<file path="config.mk">
export PLATFORM = sky130hd
export DESIGN_NAME = vga_scanout
export DESIGN_NICKNAME = d
export VERILOG_FILES = /design/src/rtl/vga_timing_pkg.sv /design/src/rtl/vga_timing_gen.sv /design/src/rtl/vga_scanout.sv
export SDC_FILE = /design/constraint.sdc
export NUM_CORES = 1
export LEC_CHECK = 0
export ABC_CLOCK_PERIOD_IN_PS = 2200
export CORE_ASPECT_RATIO = 1.5
export CORE_MARGIN = 1.5
export CORE_UTILIZATION = 48
export DETAILED_ROUTE_END_ITERATION = 10
export PLACE_DENSITY = 0.85
export SLEW_MARGIN = 40
export SYNTH_ARGS = -nofsm -noshare
export SYNTH_HDL_FRONTEND = slang
export SYNTH_SLANG_ARGS = --single-unit
</file>
<file path="constraint.sdc">
create_clock -name clk -period 2.2 [get_ports clk]
set_input_delay 0.44 -clock clk [delete_from_list [all_inputs] [get_ports clk]]
set_output_delay 0.44 -clock clk [all_outputs]
set_load 0.005 [all_outputs]
</file>
<file path="src/rtl/vga_timing_pkg.sv">
// vga_timing_pkg
// Shared 640x480@60 timing constants and the 24-bit pixel type. The upstream
// frame writer and the scanout block both import this package, so they agree
// on frame geometry and pixel layout.
// No ports (package only).
package vga_timing_pkg;

  localparam int VGA_H_ACTIVE = 640;
  localparam int VGA_H_FP     = 16;
  localparam int VGA_H_SYNC   = 96;
  localparam int VGA_H_BP     = 48;
  localparam int VGA_H_TOTAL  = VGA_H_ACTIVE + VGA_H_FP + VGA_H_SYNC + VGA_H_BP;

  localparam int VGA_V_ACTIVE = 480;
  localparam int VGA_V_FP     = 10;
  localparam int VGA_V_SYNC   = 2;
  localparam int VGA_V_BP     = 33;
  localparam int VGA_V_TOTAL  = VGA_V_ACTIVE + VGA_V_FP + VGA_V_SYNC + VGA_V_BP;

  localparam int CNT_W   = 10;
  localparam int PIXEL_W = 24;

  // {R[23:16], G[15:8], B[7:0]}
  typedef logic [PIXEL_W-1:0] pixel_t;

  typedef enum logic {
    IDLE = 1'b0,
    RUN  = 1'b1
  } scan_state_t;

endpackage

</file>
<file path="src/rtl/vga_timing_gen.sv">
// vga_timing_gen
// Horizontal/vertical position counters plus sync-window and visible-area
// decode. The counters only move while 'advance' is high, so the scanout FSM
// can hold them at the origin until the first pixel is available.
// Ports:
//   clk, rst  pixel clock, asynchronous active-high reset
//   advance   step the scan position by one pixel this cycle
//   visible   current position lies inside the active area (combinational)
//   hsync_n   current position lies outside the hsync window (active-low)
//   vsync_n   current position lies outside the vsync window (active-low)
module vga_timing_gen
  import vga_timing_pkg::*;
#(
  parameter int H_ACTIVE = VGA_H_ACTIVE,
  parameter int H_FP     = VGA_H_FP,
  parameter int H_SYNC   = VGA_H_SYNC,
  parameter int H_BP     = VGA_H_BP,
  parameter int V_ACTIVE = VGA_V_ACTIVE,
  parameter int V_FP     = VGA_V_FP,
  parameter int V_SYNC   = VGA_V_SYNC,
  parameter int V_BP     = VGA_V_BP
) (
  input  logic clk,
  input  logic rst,
  input  logic advance,
  output logic visible,
  output logic hsync_n,
  output logic vsync_n
);

  localparam int H_TOTAL = H_ACTIVE + H_FP + H_SYNC + H_BP;
  localparam int V_TOTAL = V_ACTIVE + V_FP + V_SYNC + V_BP;

  localparam logic [CNT_W-1:0] H_LAST   = CNT_W'(H_TOTAL - 1);
  localparam logic [CNT_W-1:0] V_LAST   = CNT_W'(V_TOTAL - 1);
  localparam logic [CNT_W-1:0] H_VIS    = CNT_W'(H_ACTIVE);
  localparam logic [CNT_W-1:0] V_VIS    = CNT_W'(V_ACTIVE);
  localparam logic [CNT_W-1:0] HS_START = CNT_W'(H_ACTIVE + H_FP);
  localparam logic [CNT_W-1:0] HS_END   = CNT_W'(H_ACTIVE + H_FP + H_SYNC);
  localparam logic [CNT_W-1:0] VS_START = CNT_W'(V_ACTIVE + V_FP);
  localparam logic [CNT_W-1:0] VS_END   = CNT_W'(V_ACTIVE + V_FP + V_SYNC);

  logic [CNT_W-1:0] h_cnt;
  logic [CNT_W-1:0] v_cnt;

  // Wrap is an explicit compare against the line/frame total, never a
  // natural counter overflow, so any total that fits in CNT_W bits works.
  always_ff @(posedge clk or posedge rst) begin
    if (rst) begin
      h_cnt <= '0;
      v_cnt <= '0;
    end else if (advance) begin
      if (h_cnt == H_LAST) begin
        h_cnt <= '0;
        v_cnt <= (v_cnt == V_LAST) ? '0 : v_cnt + 1'b1;
      end else begin
        h_cnt <= h_cnt + 1'b1;
      end
    end
  end

  assign visible = (h_cnt < H_VIS) && (v_cnt < V_VIS);
  assign hsync_n = ~((h_cnt >= HS_START) && (h_cnt < HS_END));
  assign vsync_n = ~((v_cnt >= VS_START) && (v_cnt < VS_END));

endmodule

</file>
<file path="src/rtl/vga_scanout.sv">
// vga_scanout
// Streams pixels from a first-word-fall-through FIFO onto a VGA raster.
// Waits in IDLE until the FIFO first holds data, then scans forever; a
// visible pixel that finds the FIFO empty is shown black and skipped, and
// latches the sticky underflow flag.
// Ports:
//   clk, rst    pixel clock, asynchronous active-high reset
//   fifo_data   FIFO head pixel {R,G,B}, valid while fifo_empty is low
//   fifo_empty  FIFO has no data
//   read_en     pop the FIFO head this cycle (combinational)
//   hsync       horizontal sync, active-low, one cycle behind the counters
//   vsync       vertical sync, active-low, one cycle behind the counters
//   blank       high outside the visible area, one cycle behind
//   rgb         pixel output, black unless a pop happened the cycle before
//   underflow   sticky: a visible pixel found the FIFO empty
module vga_scanout
  import vga_timing_pkg::*;
#(
  parameter int H_ACTIVE = VGA_H_ACTIVE,
  parameter int H_FP     = VGA_H_FP,
  parameter int H_SYNC   = VGA_H_SYNC,
  parameter int H_BP     = VGA_H_BP,
  parameter int V_ACTIVE = VGA_V_ACTIVE,
  parameter int V_FP     = VGA_V_FP,
  parameter int V_SYNC   = VGA_V_SYNC,
  parameter int V_BP     = VGA_V_BP
) (
  input  logic               clk,
  input  logic               rst,
  input  logic [PIXEL_W-1:0] fifo_data,
  input  logic               fifo_empty,
  output logic               read_en,
  output logic               hsync,
  output logic               vsync,
  output logic               blank,
  output logic [PIXEL_W-1:0] rgb,
  output logic               underflow
);

  scan_state_t state;
  logic        running;
  logic        visible;
  logic        hsync_n;
  logic        vsync_n;

  assign running = (state == RUN);

  vga_timing_gen #(
    .H_ACTIVE (H_ACTIVE),
    .H_FP     (H_FP),
    .H_SYNC   (H_SYNC),
    .H_BP     (H_BP),
    .V_ACTIVE (V_ACTIVE),
    .V_FP     (V_FP),
    .V_SYNC   (V_SYNC),
    .V_BP     (V_BP)
  ) u_timing (
    .clk     (clk),
    .rst     (rst),
    .advance (running),
    .visible (visible),
    .hsync_n (hsync_n),
    .vsync_n (vsync_n)
  );

  // Popping is tied to the raster position: an empty FIFO during a visible
  // pixel costs that pixel rather than stalling the scan.
  assign read_en = running & visible & ~fifo_empty;

  // Output registers only update in RUN, so everything holds its reset value
  // from reset release until the FIFO first reports data.
  always_ff @(posedge clk or posedge rst) begin
    if (rst) begin
      state     <= IDLE;
      hsync     <= 1'b1;
      vsync     <= 1'b1;
      blank     <= 1'b1;
      rgb       <= '0;
      underflow <= 1'b0;
    end else begin
      case (state)
        IDLE: begin
          if (!fifo_empty) state <= RUN;
        end
        RUN: begin
          hsync <= hsync_n;
          vsync <= vsync_n;
          blank <= ~visible;
          rgb   <= read_en ? fifo_data : '0;
          if (visible && fifo_empty) underflow <= 1'b1;
        end
        default: state <= IDLE;
      endcase
    end
  end

endmodule

</file>
# After elaboration in Yosys (flattened, before gate mapping)
# Cells that the tools add are included.
classes:
  n_addsub: 2
  mul: 0
  div: 0
  magnitude_cmp: 6
  eq_ne: 2
  n_shift: 0
  mux: 5
  bitwise: 6
  n_reduce_logical: 6
ops:
  columns: ["cell", "n"]
  rows:
  - ["2-to-1 mux 24 bit", 1]
  - ["adder 10 x 1 -> 10 bit, second input constant", 2]
  - ["== test 10 bit, second input constant", 2]
  - ["< comparator 10 bit, second input constant", 2]
  - ["< comparator 10 x 9 -> 1 bit, second input constant", 2]
  - ["2-to-1 mux 10 bit", 2]
  - ["greater-or-equal comparator 10 bit, second input constant", 1]
  - ["greater-or-equal comparator 10 x 9 -> 1 bit, second input constant", 1]
  - ["logical AND 1 bit", 4]
  - ["NOT 1 bit", 4]
  - ["AND reduction 2 bit", 2]
  - ["AND 1 bit", 2]
  - ["2-to-1 mux 1 bit", 2]
totals:
  regBits: 49
  latchBits: 0
  ram_bits: 0
  rom_bits: 0
  in_bits: 27
  elab_cells: 35
  mem_count: 0

# Longest topological paths before layout
logic_depth:
  depth_word: 5
  ltp_mapped: 6

# Modules after synthesis
# From an unflattened synthesis, not the netlist that was laid out.
unflattened:
  hier_cells: 232
  area_unflattened_um2: 2482.4
modules_own_cells:
  columns: ["module", "n_inst", "cells_per_inst", "area_each_um2"]
  rows:
  - ["vga_scanout", 1, 120, 1341.3]
  - ["vga_timing_gen", 1, 112, 1141.1]

# Worst setup path before layout
# OpenSTA, ideal clock, no wires.
synth_timing:
  kind: "register -> output"
  startpoint: "register state (netlist: running)"
  endpoint: "output read_en"
  t_arrival_ns: 1.276
  required_ns: 1.760
  setup_slack_ns: 0.484
  stages_incl_launch_ff: 5
  cell_sequence: "dfrtp_1 > clkbuf_1 > nand4b_1 > nor2_1 > buf_2"
synth_between:
  elab_chain_len: 2
synth_rtl:
  columns: ["item", "line", "text"]
  rows:
  - ["start: declaration", "vga_scanout.sv:40", "scan_state_t state;"]
  - ["start signal: assignment", "vga_scanout.sv:74", "state <= IDLE;"]
  - ["start signal: assignment", "vga_scanout.sv:83", "if (!fifo_empty) state <= RUN;"]
  - ["start signal: assignment", "vga_scanout.sv:92", "default: state <= IDLE;"]
  - ["AND 1 bit (2 in a row)", "vga_scanout.sv:68", "assign read_en = running & visible & ~fifo_empty;"]
  - ["end: declaration", "vga_scanout.sv:32", "output logic read_en,"]
# No other way between the ends.

# Final worst setup path
layout_timing:
  startpoint: "register u_timing.h_cnt[7]"
  endpoint: "output read_en"
layout_between:
  elab_chain_len: 4
layout_rtl:
  columns: ["item", "line", "text"]
  rows:
  - ["start: declaration", "vga_timing_gen.sv:43", "logic [CNT_W-1:0] h_cnt;"]
  - ["start signal: assignment", "vga_timing_gen.sv:57", "h_cnt <= h_cnt + 1'b1;"]
  - ["< comparator 10 bit", "vga_timing_gen.sv:62", "assign visible = (h_cnt < H_VIS) && (v_cnt < V_VIS);"]
  - ["logical AND 1 bit", "vga_timing_gen.sv:62", null]
  - ["AND 1 bit (2 in a row)", "vga_scanout.sv:68", null]
# No other way between the ends.

==> flow_summary.yaml <==
status:
  status: "finished, final reports clean"
die:
  die_area_mm2: 0.00481
  die_y_um: 84.2
  fp.coreArea_mm2: 0.00421
  dieWidth_um: 57.1
  rows: 29
  ios: 56
  start_util: 0.501
synth:
  syn_nets: 211
  ys_seq_area_frac: 0.583
  synthesis.area_mm2: 0.00211
  synth-main-ff-cell: "dfrtp_1"
  yosys.area.top_type: "dfrtp_1"
  ys_warn_count: 0
  synth-seq-cells: 49
  avgSynthCellArea_um2: 11.7
  synth_top_area_share: 0.546
  synthCells: 180
  ys_types: 35
  synth_edf_count: 0
  synthArstFlopShare: 1.00
  yosys-top-cells-area: "dfrtp_1, a22o_1, dfstp_2"
detailed_routing:
  drt-initial-drc-count: 32
  drt_pre_antenna_iters: 4
  vias_per_cell: 5.53
  wl_um: 4700
  route.vias.total: 1588
  post-route-drc-count: 0
  drtAntennaViolNets: 0
  routedWlPerCell_um: 16.4
sta:
  fin_skew_ns: 0.0115
  final-setup-viol-count: 0
  worst_slew_pin_slew_ns: 0.476
  min_period_ns: 1.97
  final-hold-violation-count: 0
  holdWs_ns: 0.465
  rsz0062_at_grt: "no"
  fmax_mhz: 506
  finalWorstSetupSlack_ns: 0.225
  drv_slew: 0
  tns_ns: 0
  slew_headroom: 0.682
  fin_crit_sh: 0.898
grt:
  antenna_found_initial: 0
  grt_max_degree: 29
  grt_pass1_wl_um: 7830
  gr-total-overflow: 0
  grtUsageTotal: 0.211
  first_global_vias: 1711
clocking:
  clk_pin_slew_ns: 0.09
  htreeDepth: 2
  cts_buffers: 5
  cts_setup_buffers: 0
  clock_path_buffers: 2
  tritoncts: "yes"
  clk_latency_ns: 0.30
  cts_num_sinks: 49
  cts-root-buf: "clkbuf_8"
power:
  ir_worst_vdd_mv: 0.495
  power.leakage_nw: 1.27
  power_mw: 1.59
  p_per_area_mw_per_mm2: 562
placement:
  post-place-ws_ns: 0.108
  dpl_cell_area_mm2: 0.00274
  port_buffers: 55
  gp_congestion: 0.839
  hpwlAfterDp_um: 3500
critical_path:
  cp.arrival_ns: 1.53
  critPathRequiredTime_ns: 1.76
  startpoint_type: "flop"
  crit_type: "reg2out"
  worst_setup_path_end_kind: "output pin"
  rr_endpoint: "u_timing.v_cnt[9]"
  timing.rr.start: "u_timing.h_cnt[5]"
  r2r_slack_ns: 0.39
  worst-r2r-cell-count: 4
  crit_path_max_fanout: 5
job:
  maxCapViolations: 0
hold_path:
  hp-class: "in2async"
cells_and_area:
  final_nets: 271
  area_delta_synth_final_pct: 33.9
  num_antenna_cells: 0
  final_cell_area_mm2: 0.00283
  fill_cells: 324
  drive_gt1_frac: 0.0996
-- state kept, by name (all words and copies together), names as in the netlist --
name	flops
rgb	24
u_timing.h_cnt	10
blank	1
hsync	1
u_timing.v_cnt	10
vsync	1
underflow	1
running	1
-- per-stage QoR --
stage	std cells	utilization
floorplan	180	-
global placement	279	0.652
detailed placement	279	0.652
CTS	287	0.671
global route	287	0.671
finish	287	0.671
-- what timing repair did --
action / 4_1_cts / 5_1_grt
resized for setup: 3 / 0
hold buffers: 0 / 0
setup endpoints to repair: 1 / 0
-- Yosys cell counts (all sizes together) (4+ instances only) --
master / count
dfrtp: 46
a22o: 24
nor2: 15
nand2: 9
xor2: 9
nand3: 8
nand4: 8
o21ai: 7
inv: 6
buf: 5
a21oi: 4
clkbuf: 4
ha: 4
xnor2: 4
-- per-layer routing --
layer	GRT usage	wire, um	up-vias
met1	0.234	1840	767
met3	0.0401	152	10
met2	0.378	2590	43
li1	-	-	768
met5	0	0	-
met4	0.0994	115	0
-- worst max-delay path: stages (launching register included) --
cell and delay, ns:
dfrtp_2 0.46, o21ai_0 0.19, nand4b_1 0.15, nor2_2 0.17, dlygate4sd2_1 0.26
-- power breakdown --
group	switching (mW)	total (mW)	internal, mW
logic	0.0506	0.148	0.0977
registers	0.0131	0.936	0.923
clock network	0.278	0.505	0.226
-- cells in the final DEF (no fill, tap or decap), types with 2 or more instances in the layout --
cell / synthesis / routed
inv_1: 6 / 5
o31ai_1: 2 / 2
buf_4: 0 / 6
and3_2: 2 / 2
and4_1: 2 / 2
nor2_1: 15 / 14
nand3_1: 8 / 8
a22o_1: 24 / 24
dfrtp_1: 46 / 45
clkbuf_8: 0 / 5
nor3_1: 3 / 3
nand4_1: 7 / 7
clkbuf_1: 4 / 3
xnor2_1: 4 / 4
o21ai_0: 7 / 7
dfstp_2: 3 / 3
ha_1: 4 / 4
clkdlybuf4s50_1: 0 / 54
xor2_1: 9 / 9
a21oi_1: 4 / 4
nand2_1: 9 / 9
-- logic make-up after synthesis --
logic type,Yosys count,share of synthesized area
and+or+nand+nor,58,0.163
xor gates and xnor gates,13,0.0540
buffers and inverters,16,0.0314
DFF,49,0.583
muxes,1,0.00475
AOI/OAI and AO/OA,39,0.140
adders and majority gates,4,0.0237
-- final cells by class --
class,instances,area (um^2),area share
multi-input combinational,115,816,0.289
sequential,49,1230,0.436
tap,46,57.6,0.0204
timing repair buffer,62,614,0.217
inverter,7,26.3,0.00930
clock buffer,8,80.1,0.0283
-- worst max-delay path by stage --
stage,slack (ns),start,to,cells after the start
2_1_floorplan,0.48,running,read_en,4
3_3_place_gp,0.1,fifo_empty,read_en,3
3_5_place_dp,0.11,fifo_empty,read_en,3
4_1_cts,0.21,u_timing.h_cnt[7],read_en,4
5_1_grt,0.11,u_timing.v_cnt[5],read_en,4
6_report,0.23,u_timing.h_cnt[7],read_en,4
Note: power is estimated with default switching activity, not from simulation.
